==> config.mk <==
export PLATFORM = sky130hd
export DESIGN_NAME = smiley_collision_detector
export DESIGN_NICKNAME = d
export VERILOG_FILES = /design/src/rtl/smiley_collision_detector.sv
export SDC_FILE = /design/constraint.sdc
export NUM_CORES = 1
export LEC_CHECK = 0
export CAP_MARGIN = 10
export CORE_MARGIN = 2
export CORE_UTILIZATION = 30
export CTS_BUF_LIST = sky130_fd_sc_hd__clkbuf_8 sky130_fd_sc_hd__clkbuf_16
export DETAILED_ROUTE_END_ITERATION = 7
export GPL_TIMING_DRIVEN = 0
export PLACE_DENSITY = 0.61
export REMOVE_ABC_BUFFERS = 1
export SLEW_MARGIN = 30
export SYNTH_ARGS = -nofsm -noshare
export SYNTH_HDL_FRONTEND = slang
export SYNTH_SLANG_ARGS = --single-unit
==> constraint.sdc <==
create_clock -name clk -period 4.4 [get_ports clk]
set_input_delay 0.88 -clock clk [delete_from_list [all_inputs] [get_ports clk]]
set_output_delay 0.88 -clock clk [all_outputs]
set_load 0.05 [all_outputs]
==> src/rtl/smiley_collision_detector.sv <==
// smiley_collision_detector: per-source collision pulses with frame holdoff, frame masks and hit counter
module smiley_collision_detector #(
  parameter int HOLDOFF_FRAMES = 2,
  parameter int COUNT_WIDTH    = 16
) (
  input  logic                   clk,
  input  logic                   resetN,
  input  logic                   startOfFrame,
  input  logic                   pause,
  input  logic                   reset_level,
  input  logic                   draw_smiley,
  input  logic                   draw_border_top,
  input  logic                   draw_border_left,
  input  logic                   draw_border_right,
  input  logic                   draw_flipper,
  input  logic                   draw_obstacle,
  output logic                   collisionSmileyBorderTop,
  output logic                   collisionSmileyBorderLeft,
  output logic                   collisionSmileyBorderRight,
  output logic                   collisionSmileyFlipper,
  output logic                   collisionSmileyObstacle,
  output logic [4:0]             frameCollisionMask,
  output logic [4:0]             lastFrameMask,
  output logic [COUNT_WIDTH-1:0] collisionCount
);
  localparam int HW = HOLDOFF_FRAMES > 0 ? $clog2(HOLDOFF_FRAMES + 1) : 1;
  localparam logic [HW-1:0] HLOAD = HW'(HOLDOFF_FRAMES);
  typedef enum logic [1:0] {ARMED, FIRED, HOLDOFF} state_t;
  state_t st [5];
  state_t st_nx [5];
  logic [HW-1:0] hcnt [5];
  logic [HW-1:0] hcnt_nx [5];
  logic [4:0] overlap, fire, pulse, fmask, lmask;
  logic [COUNT_WIDTH-1:0] count;
  logic [COUNT_WIDTH:0] sum;
  logic clr;
  assign overlap = {5{draw_smiley}} & {draw_obstacle, draw_flipper, draw_border_right, draw_border_left, draw_border_top};
  assign clr = !resetN || reset_level;
  assign sum = {1'b0, count} + (COUNT_WIDTH + 1)'($countones(fire));
  assign {collisionSmileyObstacle, collisionSmileyFlipper, collisionSmileyBorderRight, collisionSmileyBorderLeft, collisionSmileyBorderTop} = pulse;
  assign frameCollisionMask = fmask;
  assign lastFrameMask = lmask;
  assign collisionCount = count;
  // frame transition first, then overlap checked against the post-transition state
  always_comb begin
    fire = '0;
    for (int i = 0; i < 5; i++) begin
      st_nx[i] = st[i];
      hcnt_nx[i] = hcnt[i];
      if (!pause) begin
        if (startOfFrame && st[i] == FIRED) begin
          st_nx[i] = HOLDOFF_FRAMES == 0 ? ARMED : HOLDOFF;
          hcnt_nx[i] = HLOAD;
        end else if (startOfFrame && st[i] == HOLDOFF) begin
          st_nx[i] = hcnt[i] == HW'(1) ? ARMED : HOLDOFF;
          hcnt_nx[i] = hcnt[i] - HW'(1);
        end
        fire[i] = st_nx[i] == ARMED && overlap[i];
        if (fire[i]) st_nx[i] = FIRED;
      end
    end
  end
  // state, pulse, mask and saturating counter registers
  always_ff @(posedge clk) begin
    if (clr) begin
      st <= '{default: ARMED};
      hcnt <= '{default: '0};
      pulse <= '0;
      fmask <= '0;
      lmask <= '0;
      count <= '0;
    end else begin
      st <= st_nx;
      hcnt <= hcnt_nx;
      pulse <= fire;
      fmask <= startOfFrame ? fire : fmask | fire;
      lmask <= startOfFrame ? fmask : lmask;
      count <= sum[COUNT_WIDTH] ? '1 : sum[COUNT_WIDTH-1:0];
    end
  end
endmodule

==> metrics.txt, run 1 <==
# TYPE chip_impl_metric gauge
chip_impl_metric{name="layout_min_cycle_time",unit="ps"} 4150
chip_impl_metric{name="drt_first_pass_iters",unit=""} 4
chip_impl_metric{name="synthesis.area",unit="um^2"} 2370
chip_impl_metric{name="slew_of_the_pin_with_the_lowest_slew_margin",unit="ps"} 679
chip_impl_metric{name="setup_total_negative_slack",unit="ps"} 0
chip_impl_metric{name="timing.slew.headroom",unit="%"} 54.7
chip_impl_metric{name="async_flop_share",unit="%"} 0
chip_impl_metric{name="post_route_cells_drive_above_1_share",unit="%"} 6.47
chip_impl_metric{name="cp.required",unit="ps"} 4630
chip_impl_metric{name="slowest_stage_delay_cp",unit="ps"} 530
chip_impl_metric{name="intPower",unit="W"} 0.000608
chip_impl_info{name="outcome",value="complete, no violations"} 1
chip_impl_metric{name="total_switching_power",unit="W"} 0.000213
chip_impl_metric{name="fin_util",unit="%"} 38.7
chip_impl_metric{name="synth-seq-cells",unit=""} 51
chip_impl_metric{name="combPwrFrac",unit="%"} 8.9
chip_impl_metric{name="power_density",unit="nW/um^2"} 276
chip_impl_metric{name="cts_buffers",unit=""} 5
chip_impl_metric{name="layout_setup_ws",unit="ps"} 250
chip_impl_info{name="dominant_combinational_cell_family_by_area_after_synthesis",value="simple AND/OR/NAND/NOR gates"} 1
chip_impl_metric{name="post-synth-top-area-fraction",unit="%"} 43.1
chip_impl_metric{name="clkLatencyLatePin",unit="ps"} 310
chip_impl_metric{name="slew_violations",unit=""} 0
chip_impl_metric{name="number_of_failing_setup_endpoints_in_the_final_timing_report",unit=""} 0
chip_impl_metric{name="dp.final_hpwl",unit="um"} 3680
chip_impl_metric{name="timing_hold_violations_final",unit=""} 0
chip_impl_metric{name="htree_levels",unit=""} 2
chip_impl_info{name="cp-end-kind",value="register"} 1
chip_impl_metric{name="avgRoutedWirePerCell",unit="um"} 12.8
chip_impl_metric{name="yosysWarnings",unit=""} 0
chip_impl_metric{name="synth_simple_gate_area_share",unit="%"} 20.3
chip_impl_metric{name="power.switching_fraction",unit="%"} 25.9
chip_impl_info{name="synthTopCellsByArea",value="sky130_fd_sc_hd__dfxtp_1 43%, sky130_fd_sc_hd__a21oi_1 6.6%, sky130_fd_sc_hd__ha_1 4.8%, sky130_fd_sc_hd__nor2_1 4.1%, sky130_fd_sc_hd__o21ai_0 4.0%"} 1
chip_impl_metric{name="path_clk_slew",unit="ps"} 100
chip_impl_metric{name="grt_first_pass_wirelength",unit="um"} 8900
chip_impl_metric{name="gp_congestion",unit=""} 0.765
chip_impl_metric{name="core_region_area",unit="um^2"} 7690
chip_impl_metric{name="design.die.area",unit="um^2"} 8620
chip_impl_metric{name="post-route-period-util",unit="%"} 94.3
chip_impl_info{name="clk_root_buffer_cell",value="sky130_fd_sc_hd__clkbuf_8"} 1
chip_impl_metric{name="route.detailed.vias_per_inst",unit=""} 4.91
chip_impl_metric{name="io_pins",unit=""} 42
chip_impl_metric{name="post_synth.cell_area_avg",unit="um^2"} 8.74
chip_impl_metric{name="grt_overflow",unit=""} 0
chip_impl_metric{name="grt_start_max_net_pins",unit=""} 28
chip_impl_metric{name="cellLeakagePower",unit="nW"} 1.04
chip_impl_metric{name="ys_types",unit=""} 42
chip_impl_metric{name="core.rowCount",unit=""} 32
chip_impl_metric{name="worst-path-max-fanout",unit=""} 6
chip_impl_metric{name="worst_setup_timing_slack_at_the_placement_stage",unit="ps"} -973
chip_impl_metric{name="timing.critical_path.buf_inv",unit=""} 4
chip_impl_metric{name="fin_hold_ws",unit="ps"} 496
chip_impl_metric{name="die-height",unit="um"} 92.8
chip_impl_info{name="post-synth-top-area-cell",value="sky130_fd_sc_hd__dfxtp_1"} 1
chip_impl_metric{name="synthesis.instances",unit=""} 271
chip_impl_metric{name="xor_xnor_portion_of_the_synthesized_cell_area",unit="%"} 2.96
chip_impl_metric{name="port-buffer-count",unit=""} 41
chip_impl_info{name="setup_repair_after_global_routing_missed_its_margin",value="no"} 1
chip_impl_metric{name="synth_enable_flop_cells",unit=""} 0
chip_impl_metric{name="drv.max_cap_violation_count",unit=""} 0
chip_impl_metric{name="cts.hold.buffers_added",unit=""} 0
chip_impl_metric{name="vias",unit=""} 2019
chip_impl_metric{name="adder_cell_fraction_of_synth_area",unit="%"} 7.29
chip_impl_info{name="timing.critical_path.max_delay_family",value="adder cells"} 1
chip_impl_metric{name="area_growth_syn_to_layout",unit="%"} 25.6
chip_impl_metric{name="dr.first_iter.drc_count",unit=""} 86
chip_impl_metric{name="multiplexer_share_of_the_synthesized_area",unit="%"} 2.11
chip_impl_info{name="ys_dominant_reg_cell",value="sky130_fd_sc_hd__dfxtp_1"} 1
chip_impl_metric{name="antenna_cells",unit=""} 0
chip_impl_metric{name="post-cts-setup-buffers",unit=""} 0
chip_impl_info{name="cts_tree",value="done"} 1
chip_impl_metric{name="floorplan.die.width",unit="um"} 92.8
chip_impl_info{name="most-common-layout-cells",value="51 x sky130_fd_sc_hd__dfxtp_1, 40 x sky130_fd_sc_hd__clkdlybuf4s50_1, 30 x sky130_fd_sc_hd__a21oi_1"} 1
chip_impl_metric{name="ctsLongestPathBuffers",unit=""} 2
chip_impl_info{name="cell_at_the_slowest_stage_of_the_critical_path",value="sky130_fd_sc_hd__clkdlybuf4s50_1"} 1
chip_impl_metric{name="routed_wirelength",unit="um"} 5270
chip_impl_metric{name="seq_power_share",unit="%"} 57.3
chip_impl_metric{name="final_nets",unit=""} 331
chip_impl_metric{name="vdd_ir_drop_max",unit="uV"} 139
chip_impl_info{name="cell_by_cell_trace_of_the_critical_path",value="clkdlybuf4s50_1 -> nor2b_1 -> nand4b_1 -> inv_1 -> fa_1 -> inv_1 -> fa_1 -> inv_1 -> ha_1 -> fa_1 -> a21oi_4 -> nor2_1 -> and4b_1 -> a211oi_1"} 1
chip_impl_metric{name="groute.usage.overall",unit="%"} 12.7
chip_impl_metric{name="antenna_left",unit=""} 0
chip_impl_metric{name="start_util",unit="%"} 30.8
chip_impl_metric{name="grt_pass1_vias",unit=""} 1872
chip_impl_metric{name="ys_seq_area_share",unit="%"} 43.1
chip_impl_info{name="mostFrequentLayoutCell",value="sky130_fd_sc_hd__dfxtp_1"} 1
chip_impl_metric{name="part_of_the_total_power_dissipated_in_the_clock_network",unit="%"} 33.8
chip_impl_info{name="worst-setup-path-type",value="in2reg"} 1
chip_impl_metric{name="critical_path_arrival",unit="ps"} 4380
chip_impl_metric{name="fin_worst_skew",unit="ps"} 10.5
chip_impl_metric{name="detail_route.drc_violations",unit=""} 0
chip_impl_info{name="min_path_type",value="reg2reg"} 1
chip_impl_metric{name="synth_compound_gate_area_share",unit="%"} 19.5
chip_impl_info{name="startpoint_type",value="input pin"} 1
chip_impl_metric{name="initial_antenna_violation_count",unit=""} 0
chip_impl_metric{name="max_freq",unit="MHz"} 241
chip_impl_metric{name="clock_sinks",unit=""} 51
chip_impl_metric{name="fill_cells",unit=""} 797
[cell families (layout without fill, tap and decap cells)]
family                   count (synthesis)  after routing
AND/OR/NAND/NOR                         93             93
AO/OA/AOI/OAI                           77             77
flip-flops                              51             51
buffers and inverters                   25             63
adder cells (fa/ha/maj)                 12             12
XOR/XNOR                                 8              8
multiplexers                             5              5
[power by group through the flow]
stage | Combinational [W] | Sequential, W | Clock, W
6_report | 0.0000735 | 0.000470 | 0.000278
5_1_grt | 0.0000824 | 0.000471 | 0.000308
4_1_cts | 0.0000748 | 0.000470 | 0.000290
3_5_place_dp | 0.0000745 | 0.000481 | 0
3_3_place_gp | 0.0000713 | 0.000481 | 0
2_1_floorplan | 0.0000305 | 0.000492 | 0
[per-stage QoR]
step | cells | cell area (um^2) | power (W)
2_1_floorplan | 259 | 2300 | 0.000523
3_3_place_gp | 402 | 2840 | 0.000552
3_5_place_dp | 403 | 2860 | 0.000556
4_1_cts | 411 | 2960 | 0.000835
5_1_grt | 411 | 2970 | 0.000862
6_report | 411 | 2970 | 0.000822
[layer usage]
layer / track usage (%) / share of wire, % / vias up
met2: 20.6 / 45 / 46
met5: 0 / 0 / -
li1: - / - / 1026
met4: 2.82 / 0.55 / 0
met1: 16.9 / 49 / 945
met3: 3.58 / 5.3 / 2
[area by class of cell]
class                           count  area [um^2]  area share [%]
Sequential cell                    51         1020            34.3
Multi-Input combinational cell    195         1260            42.3
Tap cell                          102          128            4.29
Timing Repair Buffer               42          427            14.4
Inverter                           13         48.8            1.64
Clock inverter                      3         23.8           0.800
Clock buffer                        5         68.8            2.31
[cells in the mapped netlist (all sizes together) (2+ instances only)]
library cell / number
a22oi: 5
nand4: 3
nand2: 21
xnor2: 8
dfxtp: 51
a211oi: 3
a21o: 3
a22o: 5
o211ai: 2
mux2i: 5
nor3: 7
buf: 2
fa: 3
o21ai: 19
nand4b: 3
clkbuf: 10
nand3: 6
and2: 7
a21oi: 31
ha: 9
nor2: 26
and4: 3
nand2b: 7
a31oi: 4
inv: 13
nor2b: 4
[flip-flops by register name (all words and copies together), names as in the netlist]
signal,cells
collisionCount,16
hcnt,10
st,10
frameCollisionMask,5
lastFrameMask,5
pulse,5
[final timing paths]
| path | start | end | slack (ps) | depth (start not counted) |
|---|---|---|---|---|
| worst max-delay path | pause | collisionCount[14] | 250 | 14 |
| worst min-delay path | frameCollisionMask[2] | frameCollisionMask[2] | 500 | 1 |
| worst max register to register | hcnt[9] | collisionCount[14] | 800 | 16 |
| worst min register to register | frameCollisionMask[2] | frameCollisionMask[2] | 500 | 1 |
[what timing repair did]
action / in CTS / in global routing
gates resized for setup: 5 / 2
setup endpoints to repair: 16 / 14
pin swaps: 0 / 0
(Power assumes the default switching activity.)
==> run 2: changes to the inputs <==
--- a/config.mk
+++ b/config.mk
@@ -7,11 +7,11 @@
 export LEC_CHECK = 0
 export CAP_MARGIN = 10
 export CORE_MARGIN = 2
-export CORE_UTILIZATION = 30
+export CORE_UTILIZATION = 52
 export CTS_BUF_LIST = sky130_fd_sc_hd__clkbuf_8 sky130_fd_sc_hd__clkbuf_16
 export DETAILED_ROUTE_END_ITERATION = 7
 export GPL_TIMING_DRIVEN = 0
-export PLACE_DENSITY = 0.61
+export PLACE_DENSITY = 0.9
 export REMOVE_ABC_BUFFERS = 1
 export SLEW_MARGIN = 30
 export SYNTH_ARGS = -nofsm -noshare
==> run 2 against run 1 <==
Final area down 1.4%. Core utilization up 28 points. Hold slack worse by 4.7 ps. Setup slack worse by 52 ps. Combinational power up 2%. Largest cell class unchanged. Largest power group unchanged.
==> metrics.txt, run 2 (same netlist as run 1, synthesis figures left out) <==
# TYPE chip_impl_metric gauge
chip_impl_metric{name="antenna_left",unit=""} 0
chip_impl_metric{name="groute.usage.overall",unit="%"} 20.5
chip_impl_metric{name="routed_wirelength",unit="um"} 5050
chip_impl_metric{name="cts_buffers",unit=""} 5
chip_impl_metric{name="power_density",unit="nW/um^2"} 285
chip_impl_metric{name="critical_path_arrival",unit="ps"} 4420
chip_impl_info{name="clk_root_buffer_cell",value="sky130_fd_sc_hd__clkbuf_8"} 1
chip_impl_metric{name="largest_register_ff_count",unit=""} 16
chip_impl_metric{name="drt_first_pass_iters",unit=""} 4
chip_impl_info{name="holdCritStartpoint",value="frameCollisionMask[0]"} 1
chip_impl_metric{name="fin_hold_ws",unit="ps"} 491
chip_impl_metric{name="floorplan.die.width",unit="um"} 71.5
chip_impl_metric{name="design.die.area",unit="um^2"} 5110
chip_impl_metric{name="antenna_cells",unit=""} 0
chip_impl_metric{name="grt_overflow",unit=""} 0
chip_impl_metric{name="vdd_ir_drop_max",unit="uV"} 152
chip_impl_metric{name="cellLeakagePower",unit="nW"} 1.06
chip_impl_metric{name="dp.final_hpwl",unit="um"} 3540
chip_impl_metric{name="final_instance_area",unit="um^2"} 2930
chip_impl_info{name="cts_tree",value="done"} 1
chip_impl_info{name="r2r-end",value="collisionCount[14]"} 1
chip_impl_info{name="min_path_type",value="reg2reg"} 1
chip_impl_metric{name="area_growth_syn_to_layout",unit="%"} 23.8
chip_impl_metric{name="timing.slew.headroom",unit="%"} 52.4
chip_impl_metric{name="port-buffer-count",unit=""} 41
chip_impl_metric{name="detail_route.drc_violations",unit=""} 0
chip_impl_info{name="startpoint_type",value="input pin"} 1
chip_impl_metric{name="post_route_cells_drive_above_1_share",unit="%"} 6.15
chip_impl_metric{name="htree_levels",unit=""} 2
chip_impl_metric{name="worst-path-max-fanout",unit=""} 6
chip_impl_metric{name="post-route-period-util",unit="%"} 95.5
chip_impl_metric{name="core.rowCount",unit=""} 24
chip_impl_metric{name="slew_violations",unit=""} 0
chip_impl_metric{name="start_util",unit="%"} 54.0
chip_impl_metric{name="multiInputGateArea",unit="um^2"} 1260
chip_impl_info{name="cp-end-kind",value="register"} 1
chip_impl_metric{name="avgRoutedWirePerCell",unit="um"} 14.0
chip_impl_metric{name="cts.hold.buffers_added",unit=""} 0
chip_impl_metric{name="final_nets",unit=""} 331
chip_impl_metric{name="cp.required",unit="ps"} 4620
chip_impl_metric{name="initial_antenna_violation_count",unit=""} 0
chip_impl_metric{name="fill_cells",unit=""} 357
chip_impl_metric{name="reg2reg_depth",unit=""} 15
chip_impl_metric{name="grt_first_pass_wirelength",unit="um"} 8270
chip_impl_metric{name="gp_congestion",unit=""} 0.848
chip_impl_metric{name="io_pins",unit=""} 42
chip_impl_metric{name="slew_of_the_pin_with_the_lowest_slew_margin",unit="ps"} 712
chip_impl_info{name="mostFrequentLayoutCell",value="sky130_fd_sc_hd__dfxtp_1"} 1
chip_impl_metric{name="place.detailed.instances",unit=""} 353
chip_impl_metric{name="drv.max_cap_violation_count",unit=""} 0
chip_impl_metric{name="timing_hold_violations_final",unit=""} 0
chip_impl_metric{name="clock_sinks",unit=""} 51
chip_impl_metric{name="timing.hold.worst_path_depth",unit=""} 2
chip_impl_metric{name="vias",unit=""} 2052
chip_impl_metric{name="grt_pass1_vias",unit=""} 1837
chip_impl_info{name="rr_startpoint",value="hcnt[8]"} 1
chip_impl_metric{name="number_of_failing_setup_endpoints_in_the_final_timing_report",unit=""} 0
chip_impl_info{name="setup_repair_after_global_routing_missed_its_margin",value="no"} 1
chip_impl_metric{name="grt_start_max_net_pins",unit=""} 30
chip_impl_metric{name="clkLatencyLatePin",unit="ps"} 310
chip_impl_metric{name="core_region_area",unit="um^2"} 4380
chip_impl_metric{name="layoutNonFillerInstCount",unit=""} 361
chip_impl_metric{name="route.detailed.vias_per_inst",unit=""} 5.68
chip_impl_metric{name="path_clk_slew",unit="ps"} 90
chip_impl_info{name="hold_end",value="frameCollisionMask[0]"} 1
chip_impl_metric{name="die-height",unit="um"} 71.5
chip_impl_metric{name="fin_worst_skew",unit="ps"} 7.76
chip_impl_metric{name="seqCellArea",unit="um^2"} 1020
chip_impl_metric{name="ctsLongestPathBuffers",unit=""} 2
chip_impl_info{name="most-common-layout-cells",value="51 x sky130_fd_sc_hd__dfxtp_1, 40 x sky130_fd_sc_hd__clkdlybuf4s50_1, 30 x sky130_fd_sc_hd__a21oi_1"} 1
chip_impl_metric{name="worst-r2r-setup-slack",unit="ps"} 760
chip_impl_metric{name="dr.first_iter.drc_count",unit=""} 139
chip_impl_metric{name="layout_min_cycle_time",unit="ps"} 4200
chip_impl_metric{name="max_freq",unit="MHz"} 238
chip_impl_metric{name="dpl_cell_area",unit="um^2"} 2810
chip_impl_info{name="outcome",value="complete, no violations"} 1
chip_impl_info{name="worst-setup-path-type",value="in2reg"} 1
==> run 2: cell count changes in the layout (fill, tap and decap cells not counted) <==
cell                         before  now
sky130_fd_sc_hd__clkbuf_8         5    7
sky130_fd_sc_hd__buf_16           0    1
sky130_fd_sc_hd__inv_6            1    0
sky130_fd_sc_hd__inv_1           13   14
sky130_fd_sc_hd__buf_8            1    0
sky130_fd_sc_hd__clkinvlp_4       2    0
==> run 2: per-layer routing <==
layer	part of all wire (%)	vias up	track usage, %
li1	-	1028	-
met1	43	951	24.0
met2	50	62	36.1
met3	5.4	11	4.64
met4	2.0	0	8.60
met5	0	-	0
==> run 2: power by group <==
part	internal [W]	switching (W)
Clock	0.000141	0.000150
Sequential	0.000466	0.00000429
Combinational	0.0000299	0.0000451
Total	0.000637	0.000199
==> run 2: how the worst max path moves through the flow <==
stage                            start            endpoint  slack [ps]  cells past startpoint
after floorplan                  pause  collisionCount[14]         560                     12
after global placement    startOfFrame  collisionCount[14]        -770                     13
after detailed placement  startOfFrame  collisionCount[14]        -790                     13
after CTS                        pause  collisionCount[14]         160                     14
after global routing             pause  collisionCount[10]          20                     14
final                            pause  collisionCount[14]         200                     14
==> run 2: timing repair <==
action                                  4_1_cts  5_1_grt
gates cloned                                  0        0
gates resized for setup                       5        2
endpoints found under the setup margin       16        1
buffers inserted                              0        0
==> run 2: cell type report <==
type,instances,share of cell area (%)
tap,52,2.22
sequential,51,34.8
clock buffer,7,3.29
clock inverter,1,0.128
multi-input combinational,195,42.9
timing repair buffer,42,15.0
inverter,13,1.67
==> run 2: worst max-delay path, stage by stage <==
cell and delay, ps:
sky130_fd_sc_hd__clkdlybuf4s50_1 530, sky130_fd_sc_hd__nor2b_1 110, sky130_fd_sc_hd__nand4b_1 220, sky130_fd_sc_hd__inv_1 110, sky130_fd_sc_hd__fa_1 510, sky130_fd_sc_hd__inv_1 50
sky130_fd_sc_hd__fa_1 470, sky130_fd_sc_hd__inv_1 40, sky130_fd_sc_hd__ha_1 210, sky130_fd_sc_hd__fa_1 450, sky130_fd_sc_hd__a21oi_4 260, sky130_fd_sc_hd__nor2_1 150
sky130_fd_sc_hd__and4b_1 210, sky130_fd_sc_hd__a211oi_1 220
==> run 2: stage by stage <==
stage                     total power [W]  worst slack (ps)  util, %  TNS (ps)
after floorplan                  0.000523               556        -         0
after global placement           0.000550              -773     63.4    -10090
after detailed placement         0.000555              -786     64.1    -10280
after CTS                        0.000843               158     66.5         0
after global routing             0.000868              24.1     66.8         0
final                            0.000836               198     66.8         0
==> run 3: changes to the inputs <==
--- a/config.mk
+++ b/config.mk
@@ -7,11 +7,12 @@
 export LEC_CHECK = 0
 export CAP_MARGIN = 10
 export CORE_MARGIN = 2
-export CORE_UTILIZATION = 52
+export CORE_UTILIZATION = 50
 export CTS_BUF_LIST = sky130_fd_sc_hd__clkbuf_8 sky130_fd_sc_hd__clkbuf_16
 export DETAILED_ROUTE_END_ITERATION = 7
+export DONT_BUFFER_PORTS = 1
 export GPL_TIMING_DRIVEN = 0
-export PLACE_DENSITY = 0.9
+export PLACE_DENSITY = 0.76
 export REMOVE_ABC_BUFFERS = 1
 export SLEW_MARGIN = 30
 export SYNTH_ARGS = -nofsm -noshare
==> constraint.sdc (replaced) <==
create_clock -name clk -period 5.18 [get_ports clk]
set_input_delay 1.036 -clock clk [delete_from_list [all_inputs] [get_ports clk]]
set_output_delay 1.036 -clock clk [all_outputs]
set_load 0.05 [all_outputs]
==> run 3 against run 2 <==
Die area is 3.8% higher. Combinational power down 51%. Largest power group unchanged. Hold slack better by 14 ps. Global-route usage is 1.9 points lower. Clock skew barely moved. Critical endpoint unchanged. Wire length fell by 7.3%. Critical path type unchanged.
==> metrics.txt, run 3 (same netlist as run 1, synthesis figures left out) <==
# TYPE chip_impl_metric gauge
chip_impl_metric{name="clkLatencyLatePin",unit="ps"} 300
chip_impl_metric{name="number_of_failing_setup_endpoints_in_the_final_timing_report",unit=""} 0
chip_impl_metric{name="ctsLongestPathBuffers",unit=""} 2
chip_impl_info{name="startpoint_type",value="input pin"} 1
chip_impl_metric{name="gp_congestion",unit=""} 0.784
chip_impl_metric{name="power.switching_fraction",unit="%"} 21.7
chip_impl_info{name="mostFrequentLayoutCell",value="sky130_fd_sc_hd__dfxtp_1"} 1
chip_impl_metric{name="routed_wirelength",unit="um"} 4680
chip_impl_metric{name="fin_worst_skew",unit="ps"} 7.52
chip_impl_metric{name="antenna_cells",unit=""} 0
chip_impl_metric{name="detail_route.drc_violations",unit=""} 0
chip_impl_metric{name="drt_first_pass_iters",unit=""} 4
chip_impl_metric{name="final_nets",unit=""} 290
chip_impl_info{name="cp-startpoint",value="pause"} 1
chip_impl_metric{name="worst_setup_timing_slack_at_the_placement_stage",unit="ps"} 521
chip_impl_metric{name="drv.max_cap_violation_count",unit=""} 0
chip_impl_metric{name="vdd_ir_drop_max",unit="uV"} 174
chip_impl_metric{name="combPwrFrac",unit="%"} 4.7
chip_impl_metric{name="grt_start_max_net_pins",unit=""} 26
chip_impl_info{name="r2r-end",value="collisionCount[14]"} 1
chip_impl_metric{name="part_of_the_total_power_dissipated_in_the_clock_network",unit="%"} 41.9
chip_impl_metric{name="slew_of_the_pin_with_the_lowest_slew_margin",unit="ps"} 858
chip_impl_metric{name="largest_register_ff_count",unit=""} 16
chip_impl_metric{name="dp.final_hpwl",unit="um"} 3270
chip_impl_info{name="worst-setup-path-type",value="in2reg"} 1
chip_impl_metric{name="dr.first_iter.drc_count",unit=""} 84
chip_impl_metric{name="max_freq",unit="MHz"} 233
chip_impl_metric{name="grt_first_pass_wirelength",unit="um"} 7840
chip_impl_metric{name="layout_min_cycle_time",unit="ps"} 4300
chip_impl_metric{name="cts_buffers",unit=""} 5
chip_impl_info{name="rr_startpoint",value="hcnt[5]"} 1
chip_impl_metric{name="post-cts-setup-buffers",unit=""} 0
chip_impl_info{name="cts_tree",value="done"} 1
chip_impl_metric{name="slew_violations",unit=""} 0
chip_impl_info{name="most-common-layout-cells",value="51 x sky130_fd_sc_hd__dfxtp_1, 31 x sky130_fd_sc_hd__a21oi_1, 26 x sky130_fd_sc_hd__nor2_1"} 1
chip_impl_metric{name="cts.hold.buffers_added",unit=""} 0
chip_impl_metric{name="post-layout-total-power",unit="W"} 0.000769
chip_impl_info{name="cp-end-kind",value="register"} 1
chip_impl_metric{name="htree_levels",unit=""} 2
chip_impl_metric{name="reg2reg_depth",unit=""} 14
chip_impl_metric{name="grt_pass1_vias",unit=""} 1712
chip_impl_info{name="outcome",value="complete, no violations"} 1
chip_impl_metric{name="antenna_left",unit=""} 0
chip_impl_metric{name="grt_overflow",unit=""} 0
chip_impl_metric{name="worst-path-max-fanout",unit=""} 6
chip_impl_metric{name="total_switching_power",unit="W"} 0.000167
chip_impl_metric{name="cellLeakagePower",unit="nW"} 0.922
chip_impl_info{name="setup_repair_after_global_routing_missed_its_margin",value="no"} 1
chip_impl_metric{name="io_pins",unit=""} 42
chip_impl_info{name="min_path_type",value="reg2reg"} 1
chip_impl_metric{name="port-buffer-count",unit=""} 0
chip_impl_metric{name="groute.usage.overall",unit="%"} 18.6
chip_impl_metric{name="initial_antenna_violation_count",unit=""} 0
chip_impl_metric{name="timing.slew.headroom",unit="%"} 41.3
chip_impl_info{name="worst_setup_ep",value="collisionCount[14]"} 1
chip_impl_metric{name="floorplan.die.width",unit="um"} 72.8
chip_impl_info{name="clk_root_buffer_cell",value="sky130_fd_sc_hd__clkbuf_8"} 1
chip_impl_metric{name="route.detailed.vias_per_inst",unit=""} 5.75
chip_impl_metric{name="area_growth_syn_to_layout",unit="%"} 7.29
chip_impl_metric{name="cts.repair.resized",unit=""} 0
chip_impl_metric{name="intPower",unit="W"} 0.000602
chip_impl_metric{name="design.die.area",unit="um^2"} 5300
chip_impl_metric{name="die-height",unit="um"} 72.8
chip_impl_metric{name="vias",unit=""} 1853
chip_impl_metric{name="power_density",unit="nW/um^2"} 303
chip_impl_metric{name="core_region_area",unit="um^2"} 4630
chip_impl_metric{name="clock_sinks",unit=""} 51
chip_impl_metric{name="avgRoutedWirePerCell",unit="um"} 14.5
chip_impl_metric{name="cp.required",unit="ps"} 5410
chip_impl_metric{name="timing_hold_violations_final",unit=""} 0
chip_impl_metric{name="core.rowCount",unit=""} 25
chip_impl_metric{name="seq_power_share",unit="%"} 53.3
chip_impl_metric{name="post_route_cells_drive_above_1_share",unit="%"} 6.34
chip_impl_metric{name="start_util",unit="%"} 51.1
chip_impl_metric{name="setup_total_negative_slack",unit="ps"} 0
chip_impl_metric{name="layout_setup_ws",unit="ps"} 883
chip_impl_metric{name="post-route-period-util",unit="%"} 83.0
chip_impl_metric{name="worst-r2r-setup-slack",unit="ps"} 1140
chip_impl_metric{name="path_clk_slew",unit="ps"} 90
chip_impl_metric{name="critical_path_arrival",unit="ps"} 4520
## run 3: cell types whose count changed in the layout (fill, tap and decap cells not counted), sizes merged
cell / delta
clkdlybuf4s50: -40
bufinv: +2
clkbuf: -2
clkdlybuf4s15: -1
clkinvlp: +1
inv: -1
## run 3: power groups by stage
stage	Clock [W]	Sequential [W]	Combinational, W
after global routing	0.000348	0.000411	0.0000420
after floorplan	0	0.000418	0.0000259
after CTS	0.000329	0.000410	0.0000367
after global placement	0	0.000419	0.0000333
after detailed placement	0	0.000420	0.0000364
final	0.000322	0.000410	0.0000365
## run 3: how the worst min path moves through the flow
stage | end | slack [ps] | start | depth (start not counted)
after floorplan | hcnt[0] | 460 | hcnt[0] | 2
after global placement | hcnt[0] | 490 | hcnt[0] | 2
after detailed placement | hcnt[0] | 490 | hcnt[0] | 2
after CTS | hcnt[0] | 510 | hcnt[0] | 2
after global routing | hcnt[0] | 520 | hcnt[0] | 2
final | hcnt[0] | 510 | hcnt[0] | 2
## run 3: metal layers
metal	share of wire (%)	GRT usage, %	up-vias	wire, um
met3	6.8	7.04	7	320
li1	-	-	950	-
met2	45	29.9	42	2120
met5	0	0	-	0
met4	1.1	4.94	0	51
met1	47	23.6	854	2190
## run 3: critical path: stages
cell                        delay (ps)
sky130_fd_sc_hd__nand2b_1          140
sky130_fd_sc_hd__a2111oi_0         770
sky130_fd_sc_hd__fa_1              290
sky130_fd_sc_hd__inv_1              50
sky130_fd_sc_hd__fa_1              480
sky130_fd_sc_hd__inv_1              40
sky130_fd_sc_hd__ha_1              200
sky130_fd_sc_hd__fa_1              410
sky130_fd_sc_hd__a21oi_1           460
sky130_fd_sc_hd__nor2_1            200
sky130_fd_sc_hd__and4b_1           230
sky130_fd_sc_hd__a211oi_1          200
## run 3: area by class of cell
type	count	area, um^2
Clock buffer	5	68.8
Fill cell	413	2090
Inverter	13	48.8
Timing Repair Buffer	1	27.5
Clock inverter	3	67.6
Multi-Input combinational cell	195	1240
Tap cell	54	67.6
Sequential cell	51	1020
## run 3: metrics by stage
step	std cells	hold WS, ps	instance area [um^2]	util [%]
finish	322	505	2540	54.9
global route	322	523	2540	54.9
CTS	322	509	2540	54.9
detailed placement	314	490	2400	51.9
global placement	313	487	2370	51.2
floorplan	259	463	2300	-
